--- src/rtl/mu_arbiter_if.sv ---
// MemoryUnit-style request/response handshake shared by the requesters and the MemoryUnit.
// The master drives the request; the slave answers with busy and read data.
interface mu_arbiter_if;
  logic [26:0] address;
  logic [31:0] data;
  logic        we;
  logic        start;
  logic        busy;
  logic [31:0] q;

  modport master (output address, data, we, start, input busy, q);
  modport slave  (input address, data, we, start, output busy, q);
endinterface

--- src/rtl/mu_arbiter.sv ---
// Shares one MemoryUnit between cpu and dma: latches each request, grants one at a time
// (round-robin or cpu-first), and returns the completion data to the owner only.
module mu_arbiter_port (
  input  logic        clk,
  input  logic        nreset,
  input  logic        start,
  input  logic [26:0] address,
  input  logic [31:0] data,
  input  logic        we,
  input  logic        done,
  input  logic        q_load,
  input  logic [31:0] mu_q,
  output logic        pend,
  output logic [26:0] hold_address,
  output logic [31:0] hold_data,
  output logic        hold_we,
  output logic [31:0] q
);
  // done only ever arrives while pend is set, so a start in the DONE cycle is dropped
  always_ff @(posedge clk or negedge nreset) begin
    if (!nreset) begin
      pend         <= 1'b0;
      hold_address <= '0;
      hold_data    <= '0;
      hold_we      <= 1'b0;
      q            <= '0;
    end else begin
      if (done) begin
        pend <= 1'b0;
      end else if (start && !pend) begin
        pend         <= 1'b1;
        hold_address <= address;
        hold_data    <= data;
        hold_we      <= we;
      end
      if (q_load) q <= mu_q;
    end
  end
endmodule

module mu_arbiter #(
  parameter bit FIXED_PRIO = 1'b0
) (
  input  logic         clk,
  input  logic         nreset,
  mu_arbiter_if.slave  cpu,
  mu_arbiter_if.slave  dma,
  mu_arbiter_if.master mu
);
  localparam int NUM_PORTS = 2;

  localparam logic [1:0] S_IDLE  = 2'd0;
  localparam logic [1:0] S_ISSUE = 2'd1;
  localparam logic [1:0] S_WAIT  = 2'd2;
  localparam logic [1:0] S_DONE  = 2'd3;

  // port index 0 = cpu, 1 = dma
  logic [NUM_PORTS-1:0]       req_start, req_we, pend, hold_we, done_v, load_v;
  logic [NUM_PORTS-1:0][26:0] req_address, hold_address;
  logic [NUM_PORTS-1:0][31:0] req_data, hold_data, q_v;

  logic [1:0]  state;
  logic        owner, last_grant, grant_sel, busy_seen, complete;
  logic [26:0] mu_address_r;
  logic [31:0] mu_data_r;
  logic        mu_we_r, mu_start_r;

  assign req_start   = {dma.start, cpu.start};
  assign req_we      = {dma.we, cpu.we};
  assign req_address = {dma.address, cpu.address};
  assign req_data    = {dma.data, cpu.data};

  assign cpu.busy = pend[0];
  assign cpu.q    = q_v[0];
  assign dma.busy = pend[1];
  assign dma.q    = q_v[1];

  assign mu.address = mu_address_r;
  assign mu.data    = mu_data_r;
  assign mu.we      = mu_we_r;
  assign mu.start   = mu_start_r;

  // completion needs busy to have been seen high first; early-low busy is ignored
  assign complete = (state == S_WAIT) && busy_seen && !mu.busy;
  assign load_v   = complete ? {owner, ~owner} : '0;
  assign done_v   = (state == S_DONE) ? {owner, ~owner} : '0;

  always_comb begin
    grant_sel = pend[1];
    if (&pend) grant_sel = FIXED_PRIO ? 1'b0 : ~last_grant;
  end

  generate
    for (genvar i = 0; i < NUM_PORTS; i++) begin : g_port
      mu_arbiter_port u_port (
        .clk          (clk),
        .nreset       (nreset),
        .start        (req_start[i]),
        .address      (req_address[i]),
        .data         (req_data[i]),
        .we           (req_we[i]),
        .done         (done_v[i]),
        .q_load       (load_v[i]),
        .mu_q         (mu.q),
        .pend         (pend[i]),
        .hold_address (hold_address[i]),
        .hold_data    (hold_data[i]),
        .hold_we      (hold_we[i]),
        .q            (q_v[i])
      );
    end
  endgenerate

  always_ff @(posedge clk or negedge nreset) begin
    if (!nreset) begin
      state        <= S_IDLE;
      owner        <= 1'b0;
      last_grant   <= 1'b1;
      busy_seen    <= 1'b0;
      mu_address_r <= '0;
      mu_data_r    <= '0;
      mu_we_r      <= 1'b0;
      mu_start_r   <= 1'b0;
    end else begin
      case (state)
        S_IDLE: begin
          if (|pend) begin
            owner        <= grant_sel;
            last_grant   <= grant_sel;
            mu_address_r <= hold_address[grant_sel];
            mu_data_r    <= hold_data[grant_sel];
            mu_we_r      <= hold_we[grant_sel];
            mu_start_r   <= 1'b1;
            state        <= S_ISSUE;
          end
        end
        S_ISSUE: begin
          mu_start_r <= 1'b0;
          busy_seen  <= 1'b0;
          state      <= S_WAIT;
        end
        S_WAIT: begin
          if (mu.busy) busy_seen <= 1'b1;
          if (complete) state <= S_DONE;
        end
        default: state <= S_IDLE;
      endcase
    end
  end
endmodule
--- src/flat_wrapper.sv ---
// flat-port wrapper written by rule: the top's interface ports become plain ports
module mu_arbiter_flat 
#(
  parameter bit FIXED_PRIO = 1'b0
)
  (clk, nreset, cpu_address, cpu_data, cpu_we, cpu_start, cpu_busy, cpu_q, dma_address, dma_data, dma_we, dma_start, dma_busy, dma_q, mu_address, mu_data, mu_we, mu_start, mu_busy, mu_q);
  mu_arbiter_if cpu_i ();
  mu_arbiter_if dma_i ();
  mu_arbiter_if mu_i ();
  input  logic clk;
  input  logic nreset;
  input wire logic [$bits(cpu_i.address)-1:0] cpu_address;
  input wire logic [$bits(cpu_i.data)-1:0] cpu_data;
  input wire logic [$bits(cpu_i.we)-1:0] cpu_we;
  input wire logic [$bits(cpu_i.start)-1:0] cpu_start;
  output wire logic [$bits(cpu_i.busy)-1:0] cpu_busy;
  output wire logic [$bits(cpu_i.q)-1:0] cpu_q;
  input wire logic [$bits(dma_i.address)-1:0] dma_address;
  input wire logic [$bits(dma_i.data)-1:0] dma_data;
  input wire logic [$bits(dma_i.we)-1:0] dma_we;
  input wire logic [$bits(dma_i.start)-1:0] dma_start;
  output wire logic [$bits(dma_i.busy)-1:0] dma_busy;
  output wire logic [$bits(dma_i.q)-1:0] dma_q;
  output wire logic [$bits(mu_i.address)-1:0] mu_address;
  output wire logic [$bits(mu_i.data)-1:0] mu_data;
  output wire logic [$bits(mu_i.we)-1:0] mu_we;
  output wire logic [$bits(mu_i.start)-1:0] mu_start;
  input wire logic [$bits(mu_i.busy)-1:0] mu_busy;
  input wire logic [$bits(mu_i.q)-1:0] mu_q;
  assign cpu_i.address = cpu_address;
  assign cpu_i.data = cpu_data;
  assign cpu_i.we = cpu_we;
  assign cpu_i.start = cpu_start;
  assign cpu_busy = cpu_i.busy;
  assign cpu_q = cpu_i.q;
  assign dma_i.address = dma_address;
  assign dma_i.data = dma_data;
  assign dma_i.we = dma_we;
  assign dma_i.start = dma_start;
  assign dma_busy = dma_i.busy;
  assign dma_q = dma_i.q;
  assign mu_address = mu_i.address;
  assign mu_data = mu_i.data;
  assign mu_we = mu_i.we;
  assign mu_start = mu_i.start;
  assign mu_i.busy = mu_busy;
  assign mu_i.q = mu_q;
  mu_arbiter #(.FIXED_PRIO(FIXED_PRIO)) u_core (.clk(clk), .nreset(nreset), .cpu(cpu_i), .dma(dma_i), .mu(mu_i));
endmodule
--- config.mk ---
export PLATFORM = sky130hd
export DESIGN_NAME = mu_arbiter_flat
export DESIGN_NICKNAME = d
export VERILOG_FILES = /design/src/rtl/mu_arbiter_if.sv /design/src/rtl/mu_arbiter.sv /design/src/flat_wrapper.sv
export SDC_FILE = /design/constraint.sdc
export NUM_CORES = 1
export LEC_CHECK = 0
export CAP_MARGIN = 20
export CORE_UTILIZATION = 48
export DETAILED_ROUTE_END_ITERATION = 12
export PLACE_DENSITY = 0.8
export SLEW_MARGIN = 20
export SYNTH_ARGS = -nofsm -noshare
export SYNTH_HDL_FRONTEND = slang
export SYNTH_SLANG_ARGS = --single-unit
--- constraint.sdc ---
create_clock -name clk -period 2 [get_ports clk]
set_clock_uncertainty 0.05 [all_clocks]
set_input_delay 0.2 -clock clk [delete_from_list [all_inputs] [get_ports clk]]
set_output_delay 0.2 -clock clk [all_outputs]
set_load 0.02 [all_outputs]
==> metrics.txt, run 1 <==
CP Data Arrival Time=1.67 ns; fraction of layout cells with a size suffix above 1=0.245; via/cell ratio=5.27; worst path bufs/invs=1; clk sinks=252; Starting Density=0.490; die outline width=146 microns; TritonCTS clock tree=built; Mapped Nets=919; cts bufs inserted=26; final hold violation count=0; fin crit period=1.92 ns; core area=20300 sq um; slew margin rel.=0.686; drt drc=0; CP peak stage delay=0.68 ns; CP cell instances=clkdlybuf4s50_1; clock latency on the worst-skew pair=0.51 ns; P per Cell Area=1780 nW/um^2; final worst path period share=0.959; count of flip-flops with a built-in enable after synthesis=0; diode count=0; Synth Area per Inst=13.1 sq um; largest net degree at the start of global routing=63; Area contributors post-synth=dfrtp_1, mux2_2, a21oi_1; number of global-route vias before repair=7416; Tot GR Track Use=0.236; Root Driver=clkbuf_16; worst min path class=in -> async; Final setup viols=0; Worst Reg-to-Reg Cells=6; DRT iter0 DRCs=261; Die ar.=21300 sq um; yosys warns=0; Yosys top cell area share=0.631; Clock Tree Buf Depth=3; drt pass-1 iters=6; sequential-to-total area share from yosys stat=0.634; Antenna Nets Post-Route=0; CP max stage cell=clkdlybuf4s50_1; io pins=284; gpl congestion=0.767; port bufs=283; Clock transition at path regs=0.06 ns; fin. max-slew vios=0; fin cells=1337; HPWL Detailed=16800 microns; Max rail drop VDD=0.00105 V; Wirelength per Cell=18.7 microns; CP startpoint kind=register; ys async rst share=1.00; Die Y=146 microns; DP Cell Count=1286; first-pass GRT wire length=39900 microns; H-tree Lvls=1; status=finished clean; Area Growth Syn to Fin=41.5%; Layout fillers=1493; routed vias=7051; grt total ovfl=0; Core Rows=52; Cell Area, Synth=9950 sq um; WHS=0.134 ns; Distinct cells, synth=29; post-synth top area cell=dfrtp_1; Max-Cap Viols=0; initial antenna violation count=0; nets=1210; CP Depth=1; post-synthesis cell count=758; Peak Freq=0.521 GHz; total chip power=25.0 mW; Top FF cell, synth=dfrtp_1; CP required=1.75 ns; Max FO, Critical Path=11; crit-path leading delay family=buffers and inverters; CP Capture Type=output pin; leakage=6.01 nW; Final Util=0.694; Worst Max-Slew Pin Slew=0.471 ns; #FFs+latches synth=252; critical path class=reg -> out; Total Wirelength=25000 microns
## state kept, by name, indices dropped and copies added (netlist names)
register                           count
u_core.mu.address                     27
u_core.last_grant                      1
u_core.busy_seen                       1
u_core.state                           2
u_core.mu.data                        32
u_core.g_port.u_port.pend              2
u_core.g_port.u_port.q                64
u_core.g_port.u_port.hold_address     54
u_core.mu.start                        1
u_core.owner                           1
u_core.g_port.u_port.hold_data        64
u_core.mu.we                           1
u_core.g_port.u_port.hold_we           2
## kinds of logic after synthesis
group,count (synthesis),synth area share
simple gates,130,0.0528
buf+inv,51,0.0273
mux,186,0.210
flops,252,0.634
fa+ha+maj,4,0.00503
compound gates,135,0.0709
## where the power goes
part | total, mW | internal, mW | leakage [nW] | switching [mW]
clock | 4.57 | 2.70 | 0.410 | 1.87
combinational | 11.2 | 5.60 | 2.63 | 5.57
sequential | 9.28 | 7.77 | 2.97 | 1.51
total | 25.0 | 16.1 | 6.01 | 8.96
## cell usage in the layout, fill, tap and decap left out, types with 5 or more instances in the layout
cell type / n
clkdlybuf4s50_1: 281
dfrtp_1: 250
mux2_2: 185
a21oi_1: 121
nor2_1: 63
nand2_1: 61
clkbuf_16: 28
buf_4: 13
buf_12: 11
clkinv_2: 9
clkbuf_1: 5
## layout make-up
cell class | count | area [sq um] | area share
clock buffers | 35 | 736 | 0.0522
clock inverters | 11 | 82.6 | 0.00586
inverters | 4 | 15.0 | 0.00107
multi-input cells | 455 | 3400 | 0.241
flip-flops and latches | 252 | 6310 | 0.448
well taps | 270 | 338 | 0.0240
repair buffers | 310 | 3200 | 0.228
## timing repair
action	in CTS	in global routing
setup buffers	0	3
endpoints found under the setup margin	2	25
hold endpoints to repair	234	0
gates cloned	0	1
hold buffers	1	0
gates resized for setup	2	2
## final timing paths
check | to | slack (ns) | from
setup / recovery | dma_busy | 0.08 | u_core.g_port[1].u_port.pend$_DFFE_PN0P_
hold / removal | u_core.g_port[1].u_port.hold_address[5]$_DFFE_PN0P_ | 0.13 | nreset
setup reg to reg | u_core.g_port[0].u_port.hold_address[12]$_DFFE_PN0P_ | 0.10 | u_core.state[1]$_DFFE_PN0P_
hold reg to reg | u_core.g_port[1].u_port.q[13]$_DFFE_PN0P_ | 0.45 | u_core.g_port[1].u_port.q[13]$_DFFE_PN0P_
max in group asynchronous | u_core.g_port[1].u_port.q[31]$_DFFE_PN0P_ | 1.05 | nreset
min in group clk | u_core.g_port[0].u_port.hold_address[25]$_DFFE_PN0P_ | 0.25 | cpu_address[25]
## cells in the mapped netlist (2+ instances only)
library cell and count:
a21oi_1 121, buf_2 19, buf_4 3, buf_6 6
clkbuf_1 19, dfrtp_1 251, ha_1 4, inv_1 4
mux2_2 185, nand2_1 61, nor2_1 63, o21a_1 2
o21ai_0 4
## per-stage QoR
step	TNS, ns	instance area (sq um)	setup WS [ns]
6_report	0	14100	0.0812
5_1_grt	-0.00843	14100	-0.00736
4_1_cts	0	14000	0.0318
3_5_place_dp	0	13200	0.0504
3_3_place_gp	0	13200	0.0863
2_1_floorplan	0	9950	0.220
## layer usage
layer / global-route usage / vias up / routed length (microns)
li1: - / 3194 / -
met1: 0.298 / 3573 / 10200
met2: 0.404 / 249 / 12400
met3: 0.0624 / 35 / 1890
met4: 0.0625 / 0 / 493
met5: 0 / - / 0
No activity file was read; power rests on OpenSTA's default activity.
==> inputs of run 2 (changes only) <==
--- a/config.mk
+++ b/config.mk
@@ -5,6 +5,7 @@
 export SDC_FILE = /design/constraint.sdc
 export NUM_CORES = 1
 export LEC_CHECK = 0
+export ABC_CLOCK_PERIOD_IN_PS = 2000
 export CAP_MARGIN = 20
 export CORE_UTILIZATION = 48
 export DETAILED_ROUTE_END_ITERATION = 12
==> results of run 2 <==
No change in the layout: final DEF, timing and power equal those of run 1.
==> inputs of run 3 (changes only) <==
--- a/config.mk
+++ b/config.mk
@@ -7,6 +7,8 @@
 export LEC_CHECK = 0
 export ABC_CLOCK_PERIOD_IN_PS = 2000
 export CAP_MARGIN = 20
+export CORE_ASPECT_RATIO = 0.9
+export CORE_MARGIN = 1
 export CORE_UTILIZATION = 48
 export DETAILED_ROUTE_END_ITERATION = 12
 export PLACE_DENSITY = 0.8
==> metrics.txt, run 3 (synthesis results as in run 1) <==
grt total ovfl=0 (unchanged); Antenna Nets Post-Route=0 (unchanged); sequential power share=0.359 (-0.012); fraction of layout cells with a size suffix above 1=0.246 (+0.00163); met1 usage=0.301 (+0.00334); final worst path period share=0.953 (-0.00654); CP required=2.35 ns (+0.60 ns); most frequent cells in the layout=clkdlybuf4s50_1, dfrtp_1, mux2_2; Final Util=0.703 (+0.00915); clock latency on the worst-skew pair=0.52 ns (about the same); Clock transition at path regs=0.06 ns (about the same); Clk pwr share=0.204 (+0.021); Tot GR Track Use=0.237 (+0.000679); port bufs=283 (unchanged); initial antenna violation count=1 (+1); CP max stage cell=dfrtp_1; die outline width=154 microns (+5.3%); Final WS setup=0.0943 ns (+0.0131 ns); CP peak stage delay=0.41 ns (-0.27 ns); cell area after placement=13200 sq um (-0.12%); H-tree Lvls=1 (unchanged); Clock Tree Buf Depth=3 (unchanged); HPWL Detailed=16600 microns (-1.1%); DRT iter0 DRCs=301 (+15%); met3 usage=0.0734 (+0.0111); Starting Density=0.493 (+0.00313); critical path class=reg -> reg; Core Rows=49 (-5.8%); design area=14200 sq um (+0.67%); GR peak layer=met2; Gate power share=0.437 (-0.010); routed vias=6969 (-1.2%); Final setup viols=0 (unchanged); Int Power=16.6 mW (+3.3%); worst min path class=in -> async; pre-CTS WS=0.0753 ns (+0.0249 ns); P per Cell Area=1810 nW/um^2 (+1.9%); Switching Fraction=0.354 (-0.00439); drt drc=0 (unchanged); Max-Cap Viols=0 (unchanged); fin. max-slew vios=0 (unchanged); CP Data Arrival Time=2.26 ns (+0.59 ns); biggest regs=u_core.g_port.u_port.hold_data (64), u_core.g_port.u_port.q (64), u_core.g_port.u_port.hold_address (54); via/cell ratio=5.28 (+0.11%); nets=1205 (-0.41%); crit-path leading delay family=simple AND/OR/NAND/NOR gates; final hold violation count=0 (unchanged); CP startpoint kind=register; TritonCTS clock tree=built; fin crit period=1.91 ns (-0.0131 ns); gpl congestion=0.749 (-2.4%); Area Growth Syn to Fin=42.5%; Die Y=139 microns (-5.1%); leakage=6.04 nW (+0.56%); Max rail drop VDD=0.000876 V (-16%); status=finished clean; Die ar.=21300 sq um (about the same); worst path bufs/invs=2 (+1); NetSw=9.08 mW (+1.3%); unrepaired setup endpoints after global routing=no; drt pass-1 iters=4 (-2); grt met2 use=0.390 (-0.0139); CP cell instances=ha_2 > nor2b_1 > nor3b_4 > buf_6 > clkbuf_16 > mux2_2; io pins=284 (unchanged); clk sinks=252 (unchanged); commonest non-fill, non-tap cell in the layout=clkdlybuf4s50_1; Max FO, Critical Path=21 (+10); core area=20200 sq um (-0.63%); number of global-route vias before repair=7299 (-1.6%); CP Capture Type=register; Layout fillers=1437 (-3.8%); largest net degree at the start of global routing=70 (+11%); slew margin rel.=0.719 (+0.0329); Worst Max-Slew Pin Slew=0.421 ns (-0.0493 ns); cts bufs inserted=26 (unchanged); setup TNS=0 ns (unchanged); Root Driver=clkbuf_16; first-pass GRT wire length=39900 microns (unchanged); Wirelength per Cell=19.1 microns (+1.9%); Peak Freq=0.525 GHz (+0.69%); Total Wirelength=25200 microns (+0.62%)
==> run 3: final timing paths <==
| check | start | to | slack, ns | depth (start not counted) |
|---|---|---|---|---|
| max | u_core.state[0]$_DFFE_PN0P_ | u_core.g_port[0].u_port.hold_address[1]$_DFFE_PN0P_ | 0.09 | 6 |
| min | nreset | u_core.g_port[1].u_port.q[27]$_DFFE_PN0P_ | 0.08 | 2 |
| max reg2reg | u_core.state[0]$_DFFE_PN0P_ | u_core.g_port[0].u_port.hold_address[1]$_DFFE_PN0P_ | 0.09 | 6 |
| min reg2reg | u_core.g_port[1].u_port.q[12]$_DFFE_PN0P_ | u_core.g_port[1].u_port.q[12]$_DFFE_PN0P_ | 0.45 | 1 |
| max in group asynchronous | nreset | u_core.last_grant$_DFFE_PN1P_ | 1.08 | 3 |
| min in group clk | dma_data[24] | u_core.g_port[1].u_port.hold_data[24]$_DFFE_PN0P_ | 0.23 | 2 |
==> run 3: routing by layer <==
metal  vias to the layer above  part of all wire
met4                         0             0.022
met5                         -                 0
met2                       258              0.49
met1                      3484              0.41
li1                       3186                 -
met3                        41             0.080
==> run 3: power groups by stage <==
stage                     clock network (mW)  logic, mW  registers [mW]
after floorplan                            0       4.98            10.5
after global placement                     0       10.9            9.15
after detailed placement                   0       11.3            9.26
after CTS                               5.35       11.3            9.22
after global routing                    5.52       12.1            9.53
final                                   5.24       11.2            9.21
==> run 3: final cells by class <==
| class | instances | area [sq um] | area share |
|---|---|---|---|
| clock buffers | 32 | 724 | 0.0511 |
| inverters | 4 | 15.0 | 0.00106 |
| multi-input cells | 455 | 3400 | 0.240 |
| flip-flops and latches | 252 | 6310 | 0.445 |
| well taps | 255 | 319 | 0.0225 |
| diodes | 1 | 2.50 | 0.000176 |
| clock inverters | 16 | 216 | 0.0153 |
| repair buffers | 305 | 3190 | 0.225 |
==> run 3: what timing repair did <==
item | CTS | global route
hold endpoints to repair | 251 | 0
resized for setup | 2 | 3
hold buffers | 1 | 0
setup buffers | 0 | 1
pin swaps | 0 | 1
gates cloned | 0 | 1
endpoints found under the setup margin | 2 | 55
==> run 3: through the flow <==
step                      hold slack [ns]  std cells  power, mW
final                              0.0786       1320       25.7
after global routing               0.0872       1320       27.1
after CTS                          0.0643       1317       25.9
after detailed placement           0.0208       1268       20.5
after global placement             0.0247       1268       20.1
after floorplan                    -0.146        758       15.5
==> edit 1, RTL diff (config.mk and constraints of run 1) <==
Reset style: synchronous (`nreset`), changed in 2 clocked blocks.
--- a/src/rtl/mu_arbiter.sv
+++ b/src/rtl/mu_arbiter.sv
@@ -17,7 +17,7 @@
   output logic [31:0] q
 );
   // done only ever arrives while pend is set, so a start in the DONE cycle is dropped
-  always_ff @(posedge clk or negedge nreset) begin
+  always_ff @(posedge clk) begin
     if (!nreset) begin
       pend         <= 1'b0;
       hold_address <= '0;
@@ -111,7 +111,7 @@
     end
   endgenerate
 
-  always_ff @(posedge clk or negedge nreset) begin
+  always_ff @(posedge clk) begin
     if (!nreset) begin
       state        <= S_IDLE;
       owner        <= 1'b0;
Behaviour: differs if nreset is asserted again (counterexample within 4 cycles, from zero or initial values and one cycle with nreset low); with nreset held inactive, the same outputs for 4 cycles.
==> edit 1 against run 1 <==
Sequential cell count stayed put; design area is 0.18% higher; worst setup slack better by 0.11 ns; register-to-register slack better by 0.14 ns; hold slack lost 0.12 ns; wire length rose by 18%; area after synthesis increased by 3.0%; critical endpoint is now mu_start.
Power is not compared: it rests on default switching activity, and its combinational part moved more than twofold at a synthesized area within 25%.
==> edit 1: results (changes against run 1) <==
metric,value,unit,change
status,"finished, final reports clean",,unchanged
synth_mux_area_share,0.195,%,was 21.0%
grt_max_degree,90,,was 63
grt_pass1_wl,46500,um,"was 39,900 um"
r2r_slack,0.24,ns,was 0.10 ns
whs_endpoint,u_core.g_port[1].u_port.q[1]$_SDFFE_PN0P_,,
synthFlopType,dfxtp_1,,was dfrtp_1
yosysUniqueCellTypes,34,,was 29
r2r_cells,6,,unchanged
synthAdderAreaFrac,0.488,%,was 0.503%
num-fill-cells,1744,,"was 1,493"
n_antenna_cell,2,,was 0
reg2reg_to,u_core.mu.address[16]$_SDFFE_PN0P_,,was u_core.g_port[0].u_port.hold_address[12]$_DFFE_PN0P_
nClkBuffers,36,,was 35
synth_cells,1184,,was 758
n_all_buffers,311,,was 310
dp_hpwl,18600,um,"was 16,800 um"
critPathLaunch,u_core.mu.start$_SDFFE_PN0P_,,was u_core.g_port[1].u_port.pend$_DFFE_PN0P_
grt_util_met2,44.2,%,was 40.4%
worstPathArrival,1.55,ns,was 1.67 ns
r2r_start,u_core.state[1]$_SDFFE_PN0P_,,was u_core.state[1]$_DFFE_PN0P_
multiInputCombCellCount,802,,was 455
dr.pass1.iters,5,,was 6
max_stage_delay,0.68,ns,about the same
multi_input_area_share,32.4,%,was 24.1%
initialDrtViolationCount,521,,was 261
seq_area_frac_synth,49.2,%,was 63.4%
timing.slew.headroom,56.1,%,was 68.6%
numCtsBuffers,27,,was 26
clk_pin_slew,0.06,ns,about the same
synthArstFlopShare,0,%,was 100%
hold_class,in2reg,,was in2async
synth-compound-area-share,29.9,%,was 7.09%
final-clk-cell-share,6.18,%,was 5.81%
place_inst,1644,,"was 1,286"
drive_above_1_share,10.4,%,was 24.5%
use_met1,33.1,%,was 29.8%
final_cells,1693,,"was 1,337"
syn_nets,1345,,was 919
grt_pass1_vias,8962,,"was 7,416"
nonClockInverterCount,4,,unchanged
globalplace.congestion,0.815,,was 0.767
seq_cells,252,,unchanged
critPathMaxFanout,3,,was 11
synthTopCellsByArea,"dfxtp_1 (49%), nand3_1 (9.0%), a21boi_1 (8.8%)",,"was dfrtp_1 (63%), mux2_2 (21%), a21oi_1 (6.1%)"
track_usage,26.3,%,was 23.6%
yosys-top-cells-count,"dfxtp_1 (252), nand3_1 (185), o21ai_0 (172)",,"was dfrtp_1 (251), mux2_2 (185), a21oi_1 (121)"
layout.nonclk_buf_share,23.1,%,was 22.8%
drt-total-wl,29500,um,"was 25,000 um"
clk_latency,0.53,ns,was 0.51 ns
crit_path_end,mu_start,,was dma_busy
vias,9584,,"was 7,051"
vdd_drop_max,0.672,mV,
grt_use_met3,5.31,%,was 6.24%
antenna_found_initial,3,,was 0
seq_share,35.8,%,was 44.8%
[edit 1: stage by stage]
step	utilization, %	area, sq um	worst slack, ns	hold WS [ns]	total power, mW
final	67.3	14100	0.196	0.0177	15.3
after global routing	67.3	14100	0.144	0.0217	15.9
after CTS	67.3	14100	0.0294	0.00561	15.3
after detailed placement	63.1	13200	0.243	0.396	10.5
after global placement	63.1	13200	0.306	0.392	10.4
after floorplan	-	10200	0.560	0.297	8.62
[edit 1: routing by layer]
layer | wire (um) | share of wire, %
met5 | 0 | 0
met4 | 898 | 3.0
met3 | 2290 | 7.8
met2 | 14100 | 48
met1 | 12200 | 41
[edit 1: power groups by stage]
stage	logic (mW)	registers, mW	clock network, mW
floorplan	2.09	6.53	0
global placement	4.26	6.12	0
detailed placement	4.33	6.12	0
CTS	4.36	6.03	4.95
global route	4.70	6.10	5.15
finish	4.35	6.04	4.87
==> edit 2, RTL diff (config.mk and constraints of run 1) <==
Made on the original files. `FIXED_PRIO` is set to 1'b0 in 2 places; all go to 1'b1.
--- a/src/rtl/mu_arbiter.sv
+++ b/src/rtl/mu_arbiter.sv
@@ -39,7 +39,7 @@
 endmodule
 
 module mu_arbiter #(
-  parameter bit FIXED_PRIO = 1'b0
+  parameter bit FIXED_PRIO = 1'b1
 ) (
   input  logic         clk,
   input  logic         nreset,
--- a/src/flat_wrapper.sv
+++ b/src/flat_wrapper.sv
@@ -1,7 +1,7 @@
 // flat-port wrapper written by rule: the top's interface ports become plain ports
 module mu_arbiter_flat 
 #(
-  parameter bit FIXED_PRIO = 1'b0
+  parameter bit FIXED_PRIO = 1'b1
 )
   (clk, nreset, cpu_address, cpu_data, cpu_we, cpu_start, cpu_busy, cpu_q, dma_address, dma_data, dma_we, dma_start, dma_busy, dma_q, mu_address, mu_data, mu_we, mu_start, mu_busy, mu_q);
   mu_arbiter_if cpu_i ();
Check against the original RTL: no difference found for any inputs over 4 cycles, from zero or initial values and one cycle with nreset low; that may be too few to reach the edited logic, so the function may still have changed.
==> edit 2 against run 1 <==
Global-route usage is 1.2 points lower; sequential cell count shrank 1; core utilization up 2.1 points; count of clock-buffer cells in the layout decreased by 2; worst setup slack worse by 0.014 ns; via count decreased by 6.6%; sequential power decreased by 2%; design area up 3.6%; wire length decreased by 2.7%; power is 1.3% lower; area after synthesis is 1.6% higher; largest power group unchanged; highest routed layer unchanged.
==> edit 2: results (changes against run 1) <==
metric,value,unit,change
status,"finished, final reports clean",,unchanged
post_drt_wl_per_cell,18.8,um,was 18.7 um
globalplace.congestion,0.788,,was 0.767
crit_type,reg2reg,,was reg2out
synthTopCellsByArea,"dfrtp_1 (62%), mux2_2 (16%), mux2i_1 (6.0%)",,"was dfrtp_1 (63%), mux2_2 (21%), a21oi_1 (6.1%)"
switching_share,32.9,%,was 35.8%
drive_above_1_share,27.0,%,was 24.5%
grt_pass1_wl,38100,um,"was 39,900 um"
placed_cell_area,13500,sq um,"was 13,200 sq um"
critPathMaxFanout,9,,was 11
initialDrtViolationCount,169,,was 261
track_usage,22.4,%,was 23.6%
grt_pass1_vias,7046,,"was 7,416"
vdd_drop_max,0.928,mV,was 1.05 mV
viasPerCell,5.10,,was 5.27
num-fill-cells,1408,,"was 1,493"
r2r_slack,0.07,ns,was 0.10 ns
dp_hpwl,16600,um,"was 16,800 um"
critPathSlowestCell,dfrtp_1,,was clkdlybuf4s50_1
hold-worst-slack,0.153,ns,was 0.134 ns
nNetsFinal,1162,,"was 1,210"
numCtsBuffers,27,,was 26
grt_max_degree,57,,was 63
p_leak,6.30,nW,was 6.01 nW
syn_nets,847,,was 919
-- edit 2: cell types whose count changed after synthesis, sizes merged, moves of 7 or more --
cell	before	now
a21oi	121	2
mux2i	1	61
clkbuf	19	12
o21ai	5	65
nor2	63	3
-- edit 2: metal layers --
metal | vias up | global-route usage, % | part of all wire (%)
met1 | 3287 | 28.6 | 42
li1 | 3036 | - | -
met5 | - | 0 | 0
met3 | 41 | 5.03 | 6.3
met2 | 219 | 38.5 | 50
met4 | 0 | 6.08 | 2.1
-- edit 2: kinds of logic after synthesis --
kind of cell             synth area share (%)
flip-flops                               62.1
multiplexers                             28.1
AO/OA/AOI/OAI                            3.62
AND/OR/NAND/NOR                          3.03
buffers and inverters                    2.63
adder cells (fa/ha/maj)                 0.495
-- edit 2: metrics by stage --
step | setup TNS (ns) | util [%] | setup WS [ns]
6_report | 0 | 71.4 | 0.0670
5_1_grt | -0.0731 | 71.4 | -0.0176
4_1_cts | 0 | 71.0 | 0.0512
3_5_place_dp | 0 | 66.2 | 0.0646
3_3_place_gp | 0 | 66.2 | 0.101
2_1_floorplan | 0 | - | 0.215
-- edit 2: power groups by stage --
stage	Sequential, mW	Clock, mW	Combinational [mW]
final	9.13	5.29	10.3
after CTS	9.13	5.40	10.3
after global routing	9.42	5.61	11.0
after global placement	9.07	0	9.95
after floorplan	10.3	0	4.53
after detailed placement	9.16	0	10.3
-- edit 2: area by class of cell --
cell class                 instances  area, sq um  area share, %
multi-input combinational        392         3590           24.6
sequential                       251         6280           43.0
clock inverter                    16          219           1.50
tap                              270          338           2.31
timing repair buffer             325         3410           23.4
clock buffer                      33          738           5.06
inverter                           4         15.0          0.103
